==> config.mk <==
export PLATFORM = sky130hd
export DESIGN_NAME = encoder_arbiter
export DESIGN_NICKNAME = d
export VERILOG_FILES = /design/src/rtl/encoder_pkg.sv /design/src/rtl/encoder_arbiter_rr_pick.sv /design/src/rtl/encoder_arbiter.sv
export SDC_FILE = /design/constraint.sdc
export NUM_CORES = 1
export LEC_CHECK = 0
export CAP_MARGIN = 20
export CORE_ASPECT_RATIO = 0.9
export CORE_UTILIZATION = 54
export CTS_BUF_LIST = sky130_fd_sc_hd__clkbuf_2
export DETAILED_ROUTE_END_ITERATION = 12
export PLACE_DENSITY = 0.92
export SYNTH_ARGS = -nofsm -noshare
export SYNTH_HDL_FRONTEND = slang
export SYNTH_HIERARCHICAL = 1
export SYNTH_SLANG_ARGS = --single-unit
==> constraint.sdc <==
create_clock -name clk -period 7.4 [get_ports clk]
set_input_delay 0.74 -clock clk [delete_from_list [all_inputs] [get_ports clk]]
set_output_delay 0.74 -clock clk [all_outputs]
set_load 0.1 [all_outputs]
==> src/rtl/encoder_pkg.sv <==
// rtl/encoder_pkg.sv - shared state type and width helpers for the encoder arbiter
package encoder_pkg;

  typedef enum logic [2:0] {
    IDLE,
    START,
    RUN,
    REPORT,
    FAULT
  } arb_state_t;

  localparam int DEF_NUM_REQ    = 4;
  localparam int DEF_ADDR_WIDTH = 4;
  localparam int DEF_TIMEOUT    = 1024;

  function automatic int timer_width(input int timeout);
    return $clog2(timeout);
  endfunction

  function automatic int count_width(input int addr_width);
    return addr_width + 1;
  endfunction

  function automatic int idx_width(input int num_req);
    return (num_req > 1) ? $clog2(num_req) : 1;
  endfunction

endpackage

==> src/rtl/encoder_arbiter_rr_pick.sv <==
// rtl/encoder_arbiter_rr_pick.sv - combinational round-robin pick starting at ptr
module rr_pick
  import encoder_pkg::*;
#(
  parameter int NUM_REQ = DEF_NUM_REQ,
  localparam int IW = idx_width(NUM_REQ)
) (
  input  logic [NUM_REQ-1:0] req,
  input  logic [IW-1:0]      ptr,
  output logic [NUM_REQ-1:0] onehot,
  output logic [IW-1:0]      idx,
  output logic               valid
);

  logic [IW-1:0] cand;

  always_comb begin
    onehot = '0;
    idx    = '0;
    valid  = 1'b0;
    cand   = '0;
    for (int k = 0; k < NUM_REQ; k++) begin
      cand = IW'((int'(ptr) + k) % NUM_REQ);
      if (!valid && req[cand]) begin
        valid        = 1'b1;
        idx          = cand;
        onehot[cand] = 1'b1;
      end
    end
  end

endmodule

==> src/rtl/encoder_arbiter.sv <==
// rtl/encoder_arbiter.sv - round-robin owner of a shared encoder with job watchdog
module encoder_arbiter
  import encoder_pkg::*;
#(
  parameter int NUM_REQ    = DEF_NUM_REQ,
  parameter int ADDR_WIDTH = DEF_ADDR_WIDTH,
  parameter int TIMEOUT    = DEF_TIMEOUT
) (
  input  logic                          clk,
  input  logic                          rst,
  input  logic [NUM_REQ-1:0]            req,
  input  logic [NUM_REQ*ADDR_WIDTH-1:0] base_addr,
  output logic [NUM_REQ-1:0]            grant,
  output logic [NUM_REQ-1:0]            ack,
  output logic [NUM_REQ-1:0]            err,
  output logic [ADDR_WIDTH:0]           res_count,
  output logic                          busy,
  output logic                          enc_cs,
  output logic [ADDR_WIDTH-1:0]         enc_base,
  output logic                          enc_clr,
  input  logic                          enc_done,
  input  logic [ADDR_WIDTH:0]           enc_count
);

  localparam int IW = idx_width(NUM_REQ);
  localparam int TW = timer_width(TIMEOUT);
  localparam int CW = count_width(ADDR_WIDTH);

  arb_state_t          state_q, state_d;
  logic [IW-1:0]       ptr_q, ptr_d;
  logic [IW-1:0]       idx_q, idx_d;
  logic [TW-1:0]       timer_q, timer_d;
  logic [ADDR_WIDTH-1:0] base_q, base_d;
  logic [CW-1:0]       res_count_q, res_count_d;

  logic [NUM_REQ-1:0]  pick_onehot;
  logic [IW-1:0]       pick_idx;
  logic                pick_valid;
  logic [NUM_REQ-1:0]  idx_onehot;
  logic [IW-1:0]       idx_next;

  rr_pick #(.NUM_REQ(NUM_REQ)) u_pick (
    .req    (req),
    .ptr    (ptr_q),
    .onehot (pick_onehot),
    .idx    (pick_idx),
    .valid  (pick_valid)
  );

  assign idx_onehot = NUM_REQ'(1) << idx_q;
  assign idx_next   = (idx_q == IW'(NUM_REQ - 1)) ? '0 : idx_q + 1'b1;

  always_ff @(posedge clk) begin
    if (rst) begin
      state_q     <= IDLE;
      ptr_q       <= '0;
      idx_q       <= '0;
      timer_q     <= '0;
      base_q      <= '0;
      res_count_q <= '0;
    end else begin
      state_q     <= state_d;
      ptr_q       <= ptr_d;
      idx_q       <= idx_d;
      timer_q     <= timer_d;
      base_q      <= base_d;
      res_count_q <= res_count_d;
    end
  end

  always_comb begin
    state_d     = state_q;
    ptr_d       = ptr_q;
    idx_d       = idx_q;
    timer_d     = timer_q;
    base_d      = base_q;
    res_count_d = res_count_q;
    case (state_q)
      IDLE: begin
        if (pick_valid) begin
          idx_d = pick_idx;
          for (int i = 0; i < NUM_REQ; i++) begin
            if (pick_onehot[i]) base_d = base_addr[i*ADDR_WIDTH +: ADDR_WIDTH];
          end
          state_d = START;
        end
      end
      // enc_done is deliberately not looked at here: it may still be up from the previous job
      START: begin
        timer_d = '0;
        state_d = RUN;
      end
      RUN: begin
        if (enc_done) begin
          res_count_d = enc_count;
          state_d     = REPORT;
        end else if (timer_q == TW'(TIMEOUT - 1)) begin
          state_d = FAULT;
        end else begin
          timer_d = timer_q + 1'b1;
        end
      end
      REPORT, FAULT: begin
        ptr_d   = idx_next;
        state_d = IDLE;
      end
      default: state_d = IDLE;
    endcase
  end

  always_comb begin
    grant    = '0;
    ack      = '0;
    err      = '0;
    busy     = (state_q != IDLE);
    enc_cs   = 1'b0;
    enc_base = '0;
    enc_clr  = 1'b0;
    case (state_q)
      START, RUN: begin
        grant    = idx_onehot;
        enc_cs   = 1'b1;
        enc_base = base_q;
      end
      REPORT: ack = idx_onehot;
      FAULT: begin
        err     = idx_onehot;
        enc_clr = 1'b1;
      end
      default: ;
    endcase
  end

  assign res_count = res_count_q;

endmodule

; After elaboration in Yosys (flattened, before gate mapping)
; Cells that the tools add are included.
[totals]
ff_bits = 26
output_inout_bits = 24
wordCells = 100
[classes]
addsub = 5
n_lt_le_gt_ge = 8
n_eq_ne = 10
n_shift = 1
mux = 46
bitwise_logic = 3
reduce_logical = 21
[op_table]
columns = cell, count
row1 = 2-to-1 mux 4 bit, 12
row2 = 2-to-1 mux 10 bit, 2
row3 = case mux 10 bit (2 select lines), 1
row4 = 2-to-1 mux 1 bit, 14
row5 = < comparator 2 x 3 -> 1 bit (second input constant), 4
row6 = OR 4 bit, 3
row7 = adder 10 x 1 -> 10 bit (second input constant), 1
row8 = == test 10 bit (second input constant), 1
row9 = 2-to-1 mux 2 bit, 5
row10 = 2-to-1 mux 3 bit, 3
row11 = case mux 3 bit (3 select lines), 1
row12 = binary-select mux 1 bit (select 2 bit), 4
row13 = demux 1 bit (select 2 bit), 4
row14 = greater-or-equal comparator 2 x 1 -> 1 bit (second input constant), 4
row15 = logical AND 1 bit, 7
row16 = == test 3 x 2 -> 1 bit (second input constant), 2
row17 = != test 2 bit (second input constant), 3
row18 = AND reduction 2 bit, 3
row19 = AND reduction 3 bit, 2
row20 = adder 2 x 1 -> 2 bit (second input constant), 2
row21 = adder 2 bit (second input constant), 2
row22 = nonzero test 4 bit, 1
row23 = OR reduction 2 bit, 2
row24 = << shifter 1 x 2 -> 4 bit (first input constant), 1
row25 = 8 further kinds, 10

; Longest topological paths before layout
[logic_depth]
word_depth = 16
depth_mapped = 13
ltp_nobuf = 10

; By module
; Netlist, hierarchy kept.
[modules_own_cells]
columns = module, n_inst, cells_per_inst, area_each_um2, seq_area_each_um2
row1 = encoder_arbiter, 1, 181, 1524.0, 520.5
row2 = rr_pick, 1, 45, 421.7, 0.0

; Worst setup path before layout
; Ideal clock, no wire load.
[synth_timing]
path_type = register to output
startpoint = register state_q[2]
endpoint = output err[0]
arrival_ns = 3.794
t_required_ns = 6.660
setup_slack_ns = 2.866
path_stages_with_launch = 3
path_buffers = 0
path_cell_list = dfxtp_1 > nor3b_1 > and2_1
[synth_between]
elab_chain_cells = 2
[synth_lines]
columns = item, line
row1 = from (decl), encoder_arbiter.sv:29  ; arb_state_t state_q, state_d;
row2 = from (signal assigned), encoder_arbiter.sv:62  ; state_q <= state_d;
row3 = == test 3 bit, encoder_arbiter.sv:119  ; case (state_q)
row4 = 2-to-1 mux 4 bit, encoder_arbiter.sv:119
row5 = to (decl), encoder_arbiter.sv:15  ; output logic [NUM_REQ-1:0] err,
; Every way passes these cells.

; Final worst setup path
[layout_timing]
startpoint = register state_q[0]
endpoint = output enc_base[1]
[layout_between]
elab_chain_cells = 3
word_cells_on_any_way = 4
[layout_lines]
columns = item, line
row1 = == test 3 x 1 -> 1 bit or == test 3 x 2 -> 1 bit (tied branches), encoder_arbiter.sv:119
row2 = OR reduction 2 bit (*), encoder_arbiter.sv:119
row3 = 2-to-1 mux 4 bit (*), encoder_arbiter.sv:119
row4 = to (decl), encoder_arbiter.sv:19  ; output logic [ADDR_WIDTH-1:0] enc_base,
; Mark *: on every way between the ends. The rest lies on a longest branch, timed or not.

==> impl_metrics.sql <==
INSERT INTO impl_metrics (metric_group, metric, value, unit) VALUES
('timing', 'layout_min_cycle_time', '3.60', 'ns'),
('clocking', 'post_cts_resize_count', '0', ''),
('final_layout', 'antenna_cells_inserted', '0', ''),
('run', 'timing.max_cap.violations', '0', ''),
('timing', 'max_freq', '278', 'MHz'),
('final_layout', 'finish.utilization', '72.4', '%'),
('worst_setup_path', 'endpoint_kind', 'output pin', ''),
('clocking', 'holdBufCountCts', '0', ''),
('worst_setup_path', 'path_max_fanout', '11', ''),
('clocking', 'tritoncts.num_buffers', '3', ''),
('worst_setup_path', 'ff2ff_setup_slack', '3.86', 'ns'),
('synth', 'synth-warning-count', '6', ''),
('synth', 'largest_cells_by_area_after_synthesis', 'sky130_fd_sc_hd__dfxtp_1, sky130_fd_sc_hd__mux2i_1, sky130_fd_sc_hd__ha_1', ''),
('clocking', 'cts_root_buffer', 'sky130_fd_sc_hd__clkbuf_2', ''),
('clocking', 'insertion_delay', '0.36', 'ns'),
('placed_design', 'place_ws', '3.72', 'ns'),
('timing', 'worst_slew_pin_slew', '0.979', 'ns'),
('die', 'start_util', '57.2', '%'),
('route', 'drcViolationCount', '0', ''),
('timing', 'rsz0062_at_grt', 'no', ''),
('clocking', 'clkSinkCount', '26', ''),
('route', 'drt_iter0_drc', '101', ''),
('route', 'route.antenna.remaining_nets', '0', ''),
('synth', 'ys_seq_area_share', '26.8', '%'),
('global_route', 'grtUsageTotal', '25.5', '%'),
('synth', 'postSynthRegisterBits', '26', ''),
('timing', 'setup-tns-final', '0', 'ns'),
('die', 'floorplan.core_area', '3400', 'um^2'),
('final_layout', 'multi_input_area', '1320', 'um^2'),
('synth', 'yosysMostFrequentCell', 'sky130_fd_sc_hd__dfxtp_1', ''),
('final_layout', 'fin_nets', '303', ''),
('global_route', 'grt_overflow_total', '0', ''),
('route', 'drtPass1Iterations', '4', ''),
('synth', 'postSynthAreaPerCell', '8.61', 'um^2'),
('synth', 'synth-async-reset-ratio', '0', '%'),
('min_path', 'hold_path.startpoint', 'res_count[2]', ''),
('final_layout', 'final-seq-area', '520', 'um^2'),
('run_status', 'run_status', 'completed', ''),
('clocking', 'clk_transition_reported_paths', '0.23', 'ns'),
('timing', 'clock_skew', '0.0104', 'ns'),
('global_route', 'antenna_violations_before_repair', '0', ''),
('worst_setup_path', 'crit_path_start', 'state_q[0]', ''),
('synth', 'synth.top_cells.by_count', 'sky130_fd_sc_hd__dfxtp_1, sky130_fd_sc_hd__and2_1, sky130_fd_sc_hd__nor2_1', ''),
('global_route', 'grt_max_degree', '27', ''),
('die', 'fp-row-count', '20', ''),
('synth', 'synthDistinctLibCells', '51', ''),
('die', 'io_pins', '52', ''),
('timing', 'layout_worst_path_cycle_share', '48.6', '%'),
('die', 'die_y', '58.9', 'um'),
('synth', 'post_synthesis_net_count', '264', ''),
('final_layout', 'final.fill_count', '301', ''),
('route', 'vias_per_cell', '5.99', ''),
('power', 'power-per-cell-area', '234', 'nW/um^2'),
('synth', 'yosysTopAreaCellShare', '26.8', '%'),
('power', 'vdd_drop_max', '0.104', 'mV'),
('synth', 'synth_enable_flop_cells', '0', ''),
('clocking', 'clock_tree_from_tritoncts', 'done', ''),
('worst_setup_path', 'timing.setup.critical_path_class', 'flop to output pin', ''),
('synth', 'postSynth.topFlopCell', 'sky130_fd_sc_hd__dfxtp_1', ''),
('timing', 'setup_slack', '3.80', 'ns'),
('worst_setup_path', 'arrival', '2.86', 'ns'),
('timing', 'final-hold-violation-count', '0', ''),
('global_route', 'grt_pass1_vias', '1776', ''),
('final_layout', 'flow.area_growth_from_synthesis', '26.7', '%'),
('route', 'finalWirelength', '4490', 'um'),
('min_path', 'hold_path_class', 'flop to flop', ''),
('synth', 'synth.cell_area', '1950', 'um^2'),
('timing', 'slew_headroom', '34.6', '%'),
('die', 'design.die.area', '3850', 'um^2'),
('placed_design', 'detailed_place_hpwl', '3470', 'um'),
('worst_setup_path', 'critPathLaunchType', 'flop', '');
## placed cells by master, fill, tap and decap left out, drive strengths merged, types with 3 or more instances in the layout
master / netlist / routed
mux2i: 14 / 14
a31oi: 4 / 4
mux4: 4 / 4
a21oi: 15 / 15
and2: 17 / 17
o21ai: 11 / 11
inv: 5 / 5
nor3b: 5 / 5
nand3: 8 / 8
o31ai: 6 / 6
nor2: 18 / 18
a22oi: 8 / 8
nor4: 3 / 3
dfxtp: 26 / 26
ha: 10 / 10
a211oi: 6 / 6
clkdlybuf4s50: 0 / 51
nand2: 14 / 14
clkbuf: 12 / 3
## worst paths after layout
kind,endpoint,cells after the start
worst min register to register,res_count[2],2
worst max-delay path,enc_base[1],4
worst min-delay path,res_count[2],2
worst max register to register,base_q[1],10
## where the power goes
group / switching, mW / total [mW] / internal, mW
Combinational: 0.210 / 0.311 / 0.101
Clock: 0.0428 / 0.0893 / 0.0465
Sequential: 0.0194 / 0.175 / 0.156
## state kept, by name, indices dropped and copies added (netlist names)
| signal | flops |
|---|---|
| base_q | 4 |
| idx_q | 2 |
| ptr_q | 2 |
| res_count | 5 |
| state_q | 3 |
| timer_q | 10 |
## cells by family after synthesis
kind of cell	after synthesis	synth area share, %
DFF	26	26.8
buffers and inverters	22	5.66
and+or+nand+nor	90	28.0
muxes	19	12.8
xor gates and xnor gates	2	0.900
adders and majority gates	10	6.43
AOI/OAI and AO/OA	57	19.5
## per-layer routing
metal,routed length (um),global-route usage [%],vias up
met5,0,0,-
li1,-,-,914
met4,19,4.66,0
met3,141,3.88,4
met1,1970,30.5,885
met2,2360,48.3,41
## area by class of cell
class	instances	share of cell area, %
Clock buffer	3	0.609
Sequential cell	26	21.1
Inverter	5	0.761
Timing Repair Buffer	51	20.7
Multi-Input combinational cell	178	53.4
Tap cell	44	2.23
Clock inverter	1	1.22
## critical path: stages, from the launching register on
cell	delay (ns)
sky130_fd_sc_hd__dfxtp_1	0.59
sky130_fd_sc_hd__xnor2_1	0.13
sky130_fd_sc_hd__nor2_1	0.43
sky130_fd_sc_hd__and2_1	0.21
sky130_fd_sc_hd__clkdlybuf4s50_1	1.13
## per-stage QoR
| step | hold slack (ns) | total power, mW | area (um^2) |
|---|---|---|---|
| finish | 0.475 | 0.576 | 2460 |
| global route | 0.512 | 0.607 | 2460 |
| CTS | 0.477 | 0.578 | 2460 |
| detailed placement | 0.451 | 0.489 | 2420 |
| global placement | 0.442 | 0.481 | 2420 |
| floorplan | 0.448 | 0.425 | 1950 |
Note: power is estimated with default switching activity, not from simulation.
